### src/rtl/sholva_pkg.sv
// sholva_pkg: shared encodings for the register-file writeback path.
//   - GPR select codes (3 bit) and full write-select codes (4 bit, adds eip/eflags)
//   - partial-write width codes
//   - EFLAGS reserved bit that always reads as one
//   - writeback FSM states, the held commit packet, and the stage-skip helper
package sholva_pkg;

    localparam logic [2:0] GPR_EAX = 3'd0;
    localparam logic [2:0] GPR_ECX = 3'd1;
    localparam logic [2:0] GPR_EDX = 3'd2;
    localparam logic [2:0] GPR_EBX = 3'd3;
    localparam logic [2:0] GPR_ESP = 3'd4;
    localparam logic [2:0] GPR_EBP = 3'd5;
    localparam logic [2:0] GPR_ESI = 3'd6;
    localparam logic [2:0] GPR_EDI = 3'd7;

    localparam logic [3:0] SEL_EIP    = 4'd8;
    localparam logic [3:0] SEL_EFLAGS = 4'd9;

    localparam logic [1:0] WID_8L = 2'd0;
    localparam logic [1:0] WID_8H = 2'd1;
    localparam logic [1:0] WID_16 = 2'd2;
    localparam logic [1:0] WID_32 = 2'd3;

    localparam logic [31:0] EFLAGS_RSVD = 32'h0000_0002;

    typedef enum logic [2:0] {
        ST_IDLE  = 3'd0,
        ST_WR0   = 3'd1,
        ST_WR1   = 3'd2,
        ST_FLAGS = 3'd3,
        ST_EIP   = 3'd4
    } state_t;

    typedef struct packed {
        logic        en0;
        logic [2:0]  sel0;
        logic [1:0]  wid0;
        logic [31:0] val0;
        logic        en1;
        logic [2:0]  sel1;
        logic [1:0]  wid1;
        logic [31:0] val1;
        logic        flags_en;
        logic [31:0] flags_mask;
        logic [31:0] flags_val;
        logic [31:0] next_eip;
    } pkt_t;

    // Next stage after s, skipping disabled writes. EIP is never skipped and
    // always returns to IDLE.
    function automatic state_t next_stage(state_t s, logic en0, logic en1, logic fe);
        state_t n;
        n = ST_IDLE;
        case (s)
            ST_IDLE:  n = en0 ? ST_WR0 : (en1 ? ST_WR1 : (fe ? ST_FLAGS : ST_EIP));
            ST_WR0:   n = en1 ? ST_WR1 : (fe ? ST_FLAGS : ST_EIP);
            ST_WR1:   n = fe ? ST_FLAGS : ST_EIP;
            ST_FLAGS: n = ST_EIP;
            default:  n = ST_IDLE;
        endcase
        return n;
    endfunction

endpackage

### src/rtl/reg_merge.sv
// reg_merge: combinational partial-register merge.
//   cur    [31:0] current register contents
//   val    [31:0] right-aligned write data
//   wid    [1:0]  width code (8L, 8H, 16, 32)
//   merged [31:0] value to write back
module reg_merge
    import sholva_pkg::*;
(
    input  logic [31:0] cur,
    input  logic [31:0] val,
    input  logic [1:0]  wid,
    output logic [31:0] merged
);

    always_comb begin
        merged = val;
        case (wid)
            WID_8L:  merged = {cur[31:8], val[7:0]};
            WID_8H:  merged = {cur[31:16], val[7:0], cur[7:0]};
            WID_16:  merged = {cur[31:16], val[15:0]};
            WID_32:  merged = val;
            default: merged = val;
        endcase
    end

endmodule

### src/rtl/regfile_writeback.sv
// regfile_writeback: sequences one commit packet into register-file writes.
//   i_clk, i_rst            clock, synchronous active-high reset
//   i_valid / o_ready       commit handshake
//   i_dst0_* / i_dst1_*     two GPR writes (enable, select, width, data)
//   i_flags_*               masked EFLAGS update
//   i_next_eip              EIP value written last
//   i_eax .. i_eflags       current architectural register values
//   o_wr_en/o_wr_sel/o_wr_val  one register write per cycle (sel 0-7 GPR, 8 eip, 9 eflags)
//   o_done                  pulses in the EIP write cycle
//   o_err                   sticky illegal-write flag
//   o_state                 current FSM state, for observation
//
// Handshake: a packet transfers on a rising edge where i_valid=1 and
// o_ready=1. o_ready is high only in IDLE; i_valid is ignored elsewhere and
// the producer must hold the packet until the transfer edge.
module regfile_writeback
    import sholva_pkg::*;
(
    input  logic        i_clk,
    input  logic        i_rst,
    input  logic        i_valid,
    output logic        o_ready,
    input  logic        i_dst0_en,
    input  logic [2:0]  i_dst0_sel,
    input  logic [1:0]  i_dst0_wid,
    input  logic [31:0] i_dst0_val,
    input  logic        i_dst1_en,
    input  logic [2:0]  i_dst1_sel,
    input  logic [1:0]  i_dst1_wid,
    input  logic [31:0] i_dst1_val,
    input  logic        i_flags_en,
    input  logic [31:0] i_flags_mask,
    input  logic [31:0] i_flags_val,
    input  logic [31:0] i_next_eip,
    input  logic [31:0] i_eax,
    input  logic [31:0] i_ebx,
    input  logic [31:0] i_ecx,
    input  logic [31:0] i_edx,
    input  logic [31:0] i_esi,
    input  logic [31:0] i_edi,
    input  logic [31:0] i_esp,
    input  logic [31:0] i_ebp,
    input  logic [31:0] i_eip,
    input  logic [31:0] i_eflags,
    output logic        o_wr_en,
    output logic [3:0]  o_wr_sel,
    output logic [31:0] o_wr_val,
    output logic        o_done,
    output logic        o_err,
    output logic [2:0]  o_state
);

    state_t      state;
    pkt_t        pkt;
    logic        err_q;

    logic [2:0]  issue_sel;
    logic [1:0]  issue_wid;
    logic [31:0] issue_val;
    logic [31:0] cur;
    logic [31:0] merged;
    logic        is_gpr;
    logic        illegal_now;

    // i_eip is not needed: the EIP write always takes the packet's next_eip.
    logic        unused_eip;
    assign unused_eip = ^i_eip;

    assign o_ready = (state == ST_IDLE);
    assign o_state = state;

    always_ff @(posedge i_clk) begin
        if (i_rst) begin
            state <= ST_IDLE;
            pkt   <= '0;
            err_q <= 1'b0;
        end else begin
            if (illegal_now) begin
                err_q <= 1'b1;
            end
            if (state == ST_IDLE) begin
                if (i_valid) begin
                    pkt <= '{en0: i_dst0_en, sel0: i_dst0_sel, wid0: i_dst0_wid, val0: i_dst0_val,
                             en1: i_dst1_en, sel1: i_dst1_sel, wid1: i_dst1_wid, val1: i_dst1_val,
                             flags_en: i_flags_en, flags_mask: i_flags_mask,
                             flags_val: i_flags_val, next_eip: i_next_eip};
                    state <= next_stage(ST_IDLE, i_dst0_en, i_dst1_en, i_flags_en);
                end
            end else begin
                state <= next_stage(state, pkt.en0, pkt.en1, pkt.flags_en);
            end
        end
    end

    // Pick the GPR write for the current stage.
    always_comb begin
        issue_sel = pkt.sel0;
        issue_wid = pkt.wid0;
        issue_val = pkt.val0;
        if (state == ST_WR1) begin
            issue_sel = pkt.sel1;
            issue_wid = pkt.wid1;
            issue_val = pkt.val1;
        end
    end

    // Merge base is the live register input, so a WR1 to the same register
    // sees WR0's result once the register file has absorbed it.
    always_comb begin
        cur = i_eax;
        case (issue_sel)
            GPR_EAX: cur = i_eax;
            GPR_ECX: cur = i_ecx;
            GPR_EDX: cur = i_edx;
            GPR_EBX: cur = i_ebx;
            GPR_ESP: cur = i_esp;
            GPR_EBP: cur = i_ebp;
            GPR_ESI: cur = i_esi;
            GPR_EDI: cur = i_edi;
            default: cur = i_eax;
        endcase
    end

    reg_merge u_merge (
        .cur    (cur),
        .val    (issue_val),
        .wid    (issue_wid),
        .merged (merged)
    );

    // AH/CH/DH/BH exist only for selects 0-3; 8H on esp..edi has no encoding.
    assign is_gpr      = (state == ST_WR0) || (state == ST_WR1);
    assign illegal_now = is_gpr && (issue_wid == WID_8H) && (issue_sel >= GPR_ESP);

    always_comb begin
        o_wr_en  = 1'b0;
        o_wr_sel = 4'd0;
        o_wr_val = 32'd0;
        o_done   = 1'b0;
        if (!i_rst) begin
            case (state)
                ST_WR0, ST_WR1: begin
                    if (!illegal_now) begin
                        o_wr_en  = 1'b1;
                        o_wr_sel = {1'b0, issue_sel};
                        o_wr_val = merged;
                    end
                end
                ST_FLAGS: begin
                    o_wr_en  = 1'b1;
                    o_wr_sel = SEL_EFLAGS;
                    o_wr_val = (i_eflags & ~pkt.flags_mask) | (pkt.flags_val & pkt.flags_mask)
                               | EFLAGS_RSVD;
                end
                ST_EIP: begin
                    o_wr_en  = 1'b1;
                    o_wr_sel = SEL_EIP;
                    o_wr_val = pkt.next_eip;
                    o_done   = 1'b1;
                end
                default: begin
                    o_wr_en = 1'b0;
                end
            endcase
        end
    end

    // Error is visible in the offending cycle and held afterwards.
    assign o_err = (err_q | illegal_now) & ~i_rst;

endmodule
### config.mk
export PLATFORM = sky130hd
export DESIGN_NAME = regfile_writeback
export DESIGN_NICKNAME = d
export VERILOG_FILES = /design/src/rtl/sholva_pkg.sv /design/src/rtl/reg_merge.sv /design/src/rtl/regfile_writeback.sv
export SDC_FILE = /design/constraint.sdc
export NUM_CORES = 1
export LEC_CHECK = 0
export BUFFER_PORTS_ARGS = -buffer_cell sky130_fd_sc_hd__buf_2
export CORE_AREA = 2 2 211 213
export DETAILED_ROUTE_END_ITERATION = 8
export DIE_AREA = 0 0 213 215
export PLACE_DENSITY_LB_ADDON = 0.08
export SLEW_MARGIN = 20
export SYNTH_ARGS = -nofsm -noshare
export SYNTH_HDL_FRONTEND = slang
export SYNTH_SLANG_ARGS = --single-unit
### constraint.sdc
create_clock -name i_clk -period 4 [get_ports i_clk]
set_clock_uncertainty 0.15 [all_clocks]
set_input_delay 1.2 -clock i_clk [delete_from_list [all_inputs] [get_ports i_clk]]
set_output_delay 1.2 -clock i_clk [all_outputs]
set_load 0.02 [all_outputs]
After elaboration in Yosys (flattened, before gate mapping)
Cells that the tools add are included.
Storage, ports and cells
  input port bits: 496
  bits in latches: 0
  memories: 0
  bits in registers: 176
  word-level logic and storage cells: 69
  memory bits (writable): 0
  bits in read-only memories: 0
Operators by class
  divide/modulo/power cells: 0
  magnitude comparators: 1
  reduce and logical (&&, ||, !) cells: 9
  shift-type cells: 0
  $add $sub $neg: 0
  equality and inequality tests: 15
  bitwise operators: 7
  mux-type cells: 24
  $mul: 0
Operator list (number)
  $pmux W32 S8: 1
  $pmux W32 S4: 1
  $mux W32: 3
  $pmux W32 S3: 1
  $and A32 B32 Y32: 2
  $not A32 Y32: 1
  $or A32 B32 Y32: 1
  $mux W3: 9
  $eq A3 B3 Y1 const B: 5
  $eq A3 B2 Y1 const B: 4
  $pmux W4 S3: 1
  $pmux W3 S3: 1
  $eq A3 B1 Y1 const B: 2
  $logic_not A3 Y1: 2
  $eq A2 B2 Y1 const B: 2
  $mux W1: 4
  $mux W4: 1
  $reduce_or A2 Y1: 2
  $ge A3 B3 Y1 const B: 1
  $eq A2 B1 Y1 const B: 1
  $logic_and A1 B1 Y1: 2
  $logic_not A2 Y1: 1
  $mux W2: 1
  $ne A2 B2 Y1 const B: 1
  6 further kinds: 6

Logic depth before layout (Yosys ltp)
  depth in word-level cells: 8
  depth in mapped cells: 10

Hierarchy
A second synthesis with hierarchy kept.
Second synthesis, totals
  cell total of the unflattened synthesis: 1457
  area total of the unflattened synthesis: 10647.7 um^2
By module, submodules not included
  regfile_writeback: cells each 1402, area an instance 10070.9 um^2, instances 1
  reg_merge: cells each 55, area an instance 576.8 um^2, instances 1

Worst setup path before layout
Ideal clock, no wire load.
  path kind: input-to-output
  from: in i_rst
  to: out o_wr_val[0]
  arrival: 2.581 ns
  slack: 0.069 ns
  stages: 5
  required time: 2.650 ns
  cell sequence: nor2_1 -> nand2_1 -> or2_2 -> clkbuf_1 -> o31ai_1
On the way
  cells in the longest elaborated chain, start to end: 1
RTL lines
  start: declaration: RTL line regfile_writeback.sv:20  | input logic i_rst,
  $mux W32: RTL line regfile_writeback.sv:140  | if (!i_rst) begin
  end: declaration: RTL line regfile_writeback.sv:47  | output logic [31:0] o_wr_val,
No other way between the ends.

Final worst setup path
  from: reg state[0] (netlist: o_state[0])
  to: out o_wr_val[8]
On the way
  cells in the longest elaborated chain, start to end: 8
  elaborated cells between the ends (all ways): 29
  those cells by class: 1 x order compare; 14 x eq/ne; 8 x mux; 6 x reduce/logical
RTL lines
  start: declaration: RTL line regfile_writeback.sv:53  | state_t state;
  start signal: assignment: RTL line regfile_writeback.sv:87  | state <= next_stage(ST_IDLE, i_dst0_en, i_dst1_en, i_flags_en);
  start signal: assignment: RTL line regfile_writeback.sv:90  | state <= next_stage(state, pkt.en0, pkt.en1, pkt.flags_en);
  $eq A3 B2 Y1: RTL line regfile_writeback.sv:100, regfile_writeback.sv:132, regfile_writeback.sv:141
  $mux W3 or $mux W2 (tied branches): RTL line regfile_writeback.sv:100  | if (state == ST_WR1) begin
  $eq A3 B3 Y1, or another cell as far along: RTL line regfile_writeback.sv:111  | case (issue_sel)
  $pmux W32 S8 or $logic_and A1 B1 Y1 (tied branches): RTL line regfile_writeback.sv:111, regfile_writeback.sv:133
  $pmux W32 S4 or $logic_and A1 B1 Y1 (tied branches): RTL line reg_merge.sv:17, regfile_writeback.sv:133
  $mux W32: RTL line regfile_writeback.sv:143  | if (!illegal_now) begin
  $pmux W32 S3 (*): RTL line regfile_writeback.sv:141  | case (state)
  $mux W32 (*): RTL line regfile_writeback.sv:140
Mark *: on every way between the ends. The rest lies on a longest branch, timed or not.

==> impl_metrics.toml <==
[outcome]
status = "finished with violations"
violations = "setup timing"

[synthesis]
synth_area_per_cell_sq_um = 7.152
synth_simple_gate_area_frac = 0.2327
synth_mux_area_frac = 0.07980
synth_edf_count = 0
synth_seq_cells = 174
syn-cell-area_sq_mm = 0.01035
synthAdderAreaFrac = 0
synthXorXnorAreaFrac = 0.0008463
syn_nets = 1943
yosysWarnings = 0
synth_compound_area_frac = 0.2950
yosys_most_used_dff = "dfxtp_1"
async_flop_share = 0
seq_area_frac_synth = 0.3366
synth_cell_type_count = 65
synth_top_family_by_area = "compound AO/OA/AOI/OAI gates"
syn_inst = 1447

[critical_path]
slowest_stage = "or3b_4"
path_max_fanout = 8
critical_path_arrival_ps = 3030
cp_cell_sequence = "or3b_4 -> buf_12 -> buf_12 -> mux2i_4 -> and2_4 -> a221oi_4 -> nand4_1 -> a32o_2 -> buf_6"
reg2reg_slack_ps = 1390
rr_worst_depth = 8
worstSetupStartpointType = "register"
crit_cells = 9
max_stage_delay_ps = 430
endpoint = "o_wr_val[8]"
crit_required_ps = 2650
timing.rr.start = "o_state[1]"
cp_num_buf_inv = 3
path_delay_family = "simple AND/OR/NAND/NOR gates"
path_common_cell = "buf_12"
setup.worst_path.class = "reg2out"
cp-end-kind = "primary output"
crit_start = "o_state[0]"
r2r-end = "pkt[171]"

[detailed_routing]
wire_per_inst_um = 23.94
drt_iter0_markers = 814
routed_wl_um = 63380
vias_per_cell = 4.985
ant_nets = 0
drtPass1Iterations = 8
vias = 13200
route.detailed.drc = 0

[layout]
layout_commonest_cell = "buf_2"
fin_nets = 2525
layout_common_cells = "buf_2 (470), nand2_1 (459), a21oi_1 (224)"
fin_cells = 2648
syn2layout_area_growth_pct = 60.46
final_util = 0.3805
drive_above_1_share = 0.4300

[clock_tree]
cts.sinks = 174
hold_buffers = 0
clkLatencyLatePin_ps = 450
cts_tree = "built"
clkTransAtPathRegs_ps = 70
clock_path_buffers = 2
cts_made_buffers = 17
cts_root_buf = "clkbuf_16"
cts_htree_levels = 4

[power]
p_sw_mw = 2.322
p_seq_frac = 0.324
vdd_drop_max_mv = 0.2931
p_leak_nw = 7.215
swShare = 0.3735
power_density_mw_per_mm2 = 374.3
p_clk_frac = 0.277
p_int_mw = 3.893
p_total_mw = 6.215
p_comb_frac = 0.399

[sta]
worst_pin_slew_ps = 1133
setup_ws_ps = -383.3
setup_violations = 32
fin_crit_sh = 1.096
hold_viol = 0
slew_headroom = 0.2449
final_max_slew_viol_count = 0
period_minus_slack_ps = 4383
max_freq_mhz = 228.1
grt_setup_unrepaired = "true"
finalSetupTns_ps = -8873

[floorplanning]
fp-row-count = 77
ios = 539
coreArea_sq_mm = 0.04364
die_w_um = 213
die_h_um = 215
dieArea_sq_mm = 0.04580
start_util = 0.2371

[placement]
dpl.hpwl_um = 50410
io_buffers = 503
gp_congestion = 0.9098
place_ws_ps = -456.6
dpl.cell_count = 2565

[flow_run]
drv_cap = 0

[grt]
grt_pass1_wl_um = 88590
grt_max_degree = 95
grtUsageTotal = 0.2694
antenna_found_initial = 26
grt_pass1_vias = 13080
grt_overflow_total = 0

[min_path]
hp-class = "reg2reg"
whs_path_depth = 2
power by group through the flow:
stage	Combinational, mW	Clock (mW)	Sequential, mW
2_1_floorplan	1.06	0	2.01
3_3_place_gp	2.11	0	2.04
3_5_place_dp	2.12	0	2.05
4_1_cts	2.40	1.77	2.01
5_1_grt	2.67	1.83	2.03
6_report	2.48	1.72	2.01
per-stage QoR:
step                      hold WS, ps  instance area (sq um)
after global routing            318.2                  16590
after CTS                       305.6                  16190
after floorplan                 274.0                  10350
after global placement          288.1                  14450
final                           301.5                  16610
after detailed placement        294.7                  14450
routing by layer:
layer	up-vias	wire length, um	GRT usage	share of wire
li1	6305	-	-	-
met4	16	1782	0.09207	0.028
met2	476	30980	0.4637	0.49
met5	-	114	0	0.0018
met1	6320	26340	0.3270	0.42
met3	83	4164	0.06196	0.066
how the worst min path moves through the flow:
stage                  start        to  slack [ps]
finish              pkt[147]  pkt[147]         300
CTS                 pkt[146]  pkt[146]         310
global placement       err_q     err_q         290
detailed placement     err_q     err_q         290
floorplan              err_q     err_q         270
global route          pkt[4]    pkt[4]         320
state kept, by name (all words and copies together) (netlist names):
register / flops
err_q: 1
o_state: 3
pkt: 170
synthesized netlist by cell type (all sizes together) (3+ instances only):
master,n,area [sq um]
a21o,4,30.03
nand2b,11,68.82
a31oi,5,31.28
nand4,6,37.54
nor3b,7,57.55
a32o,3,30.03
inv,9,33.78
o311ai,3,26.28
dfxtp,174,3483
nor2,34,132.6
o221ai,18,170.2
a22o,4,35.03
mux2i,62,701.9
nor3,14,70.07
clkbuf,78,292.8
or3,5,31.28
a211oi,23,172.7
o21ai,80,400.4
a221oi,26,227.7
a21oi,247,1240
buf,44,242.7
o221a,3,33.78
a221o,3,30.03
mux2,10,123.9
a211o,13,113.9
a2111oi,5,90.08
a32oi,9,86.34
a222oi,3,30.03
nor2b,5,31.28
nand3,9,50.05
a22oi,5,37.54
nand3b,11,82.58
o31ai,5,37.54
nand2,470,1769
a311oi,3,26.28
o311a,8,80.08
and2,8,50.05
a2bb2oi,3,26.28
area by class of cell:
cell class | count | area [sq um]
Fill cell | 4783 | 27040
Multi-Input combinational cell | 1143 | 7189
Timing Repair Buffer | 684 | 4539
Sequential cell | 174 | 3485
Tap cell | 592 | 740.7
Clock buffer | 17 | 425.4
Clock inverter | 15 | 157.7
Antenna cell | 14 | 35.03
Inverter | 9 | 33.78
worst reg2reg max path: stages (launching register included):
cell and delay [ps]:
dfxtp_2 320, buf_4 120, buf_4 170, or3_1 410, inv_1 200, and2_4 190
buf_4 590, nand2_1 240, a21oi_1 160
logic make-up (layout without fill, tap and decap cells):
| group | after synthesis | count (layout) |
|---|---|---|
| other | 0 | 14 |
| AND/OR/NAND/NOR | 584 | 584 |
| AO/OA/AOI/OAI | 485 | 485 |
| flip-flops | 174 | 174 |
| multiplexers | 72 | 73 |
| XOR/XNOR | 1 | 1 |
| buffers and inverters | 131 | 725 |
repair_timing:
item	CTS	global route
cloned	4	0
gates resized for setup	199	67
endpoints found under the hold margin	0	0
setup endpoints to repair	34	34
setup buffers	29	14
pin swaps	40	31
(Power assumes the default switching activity.)
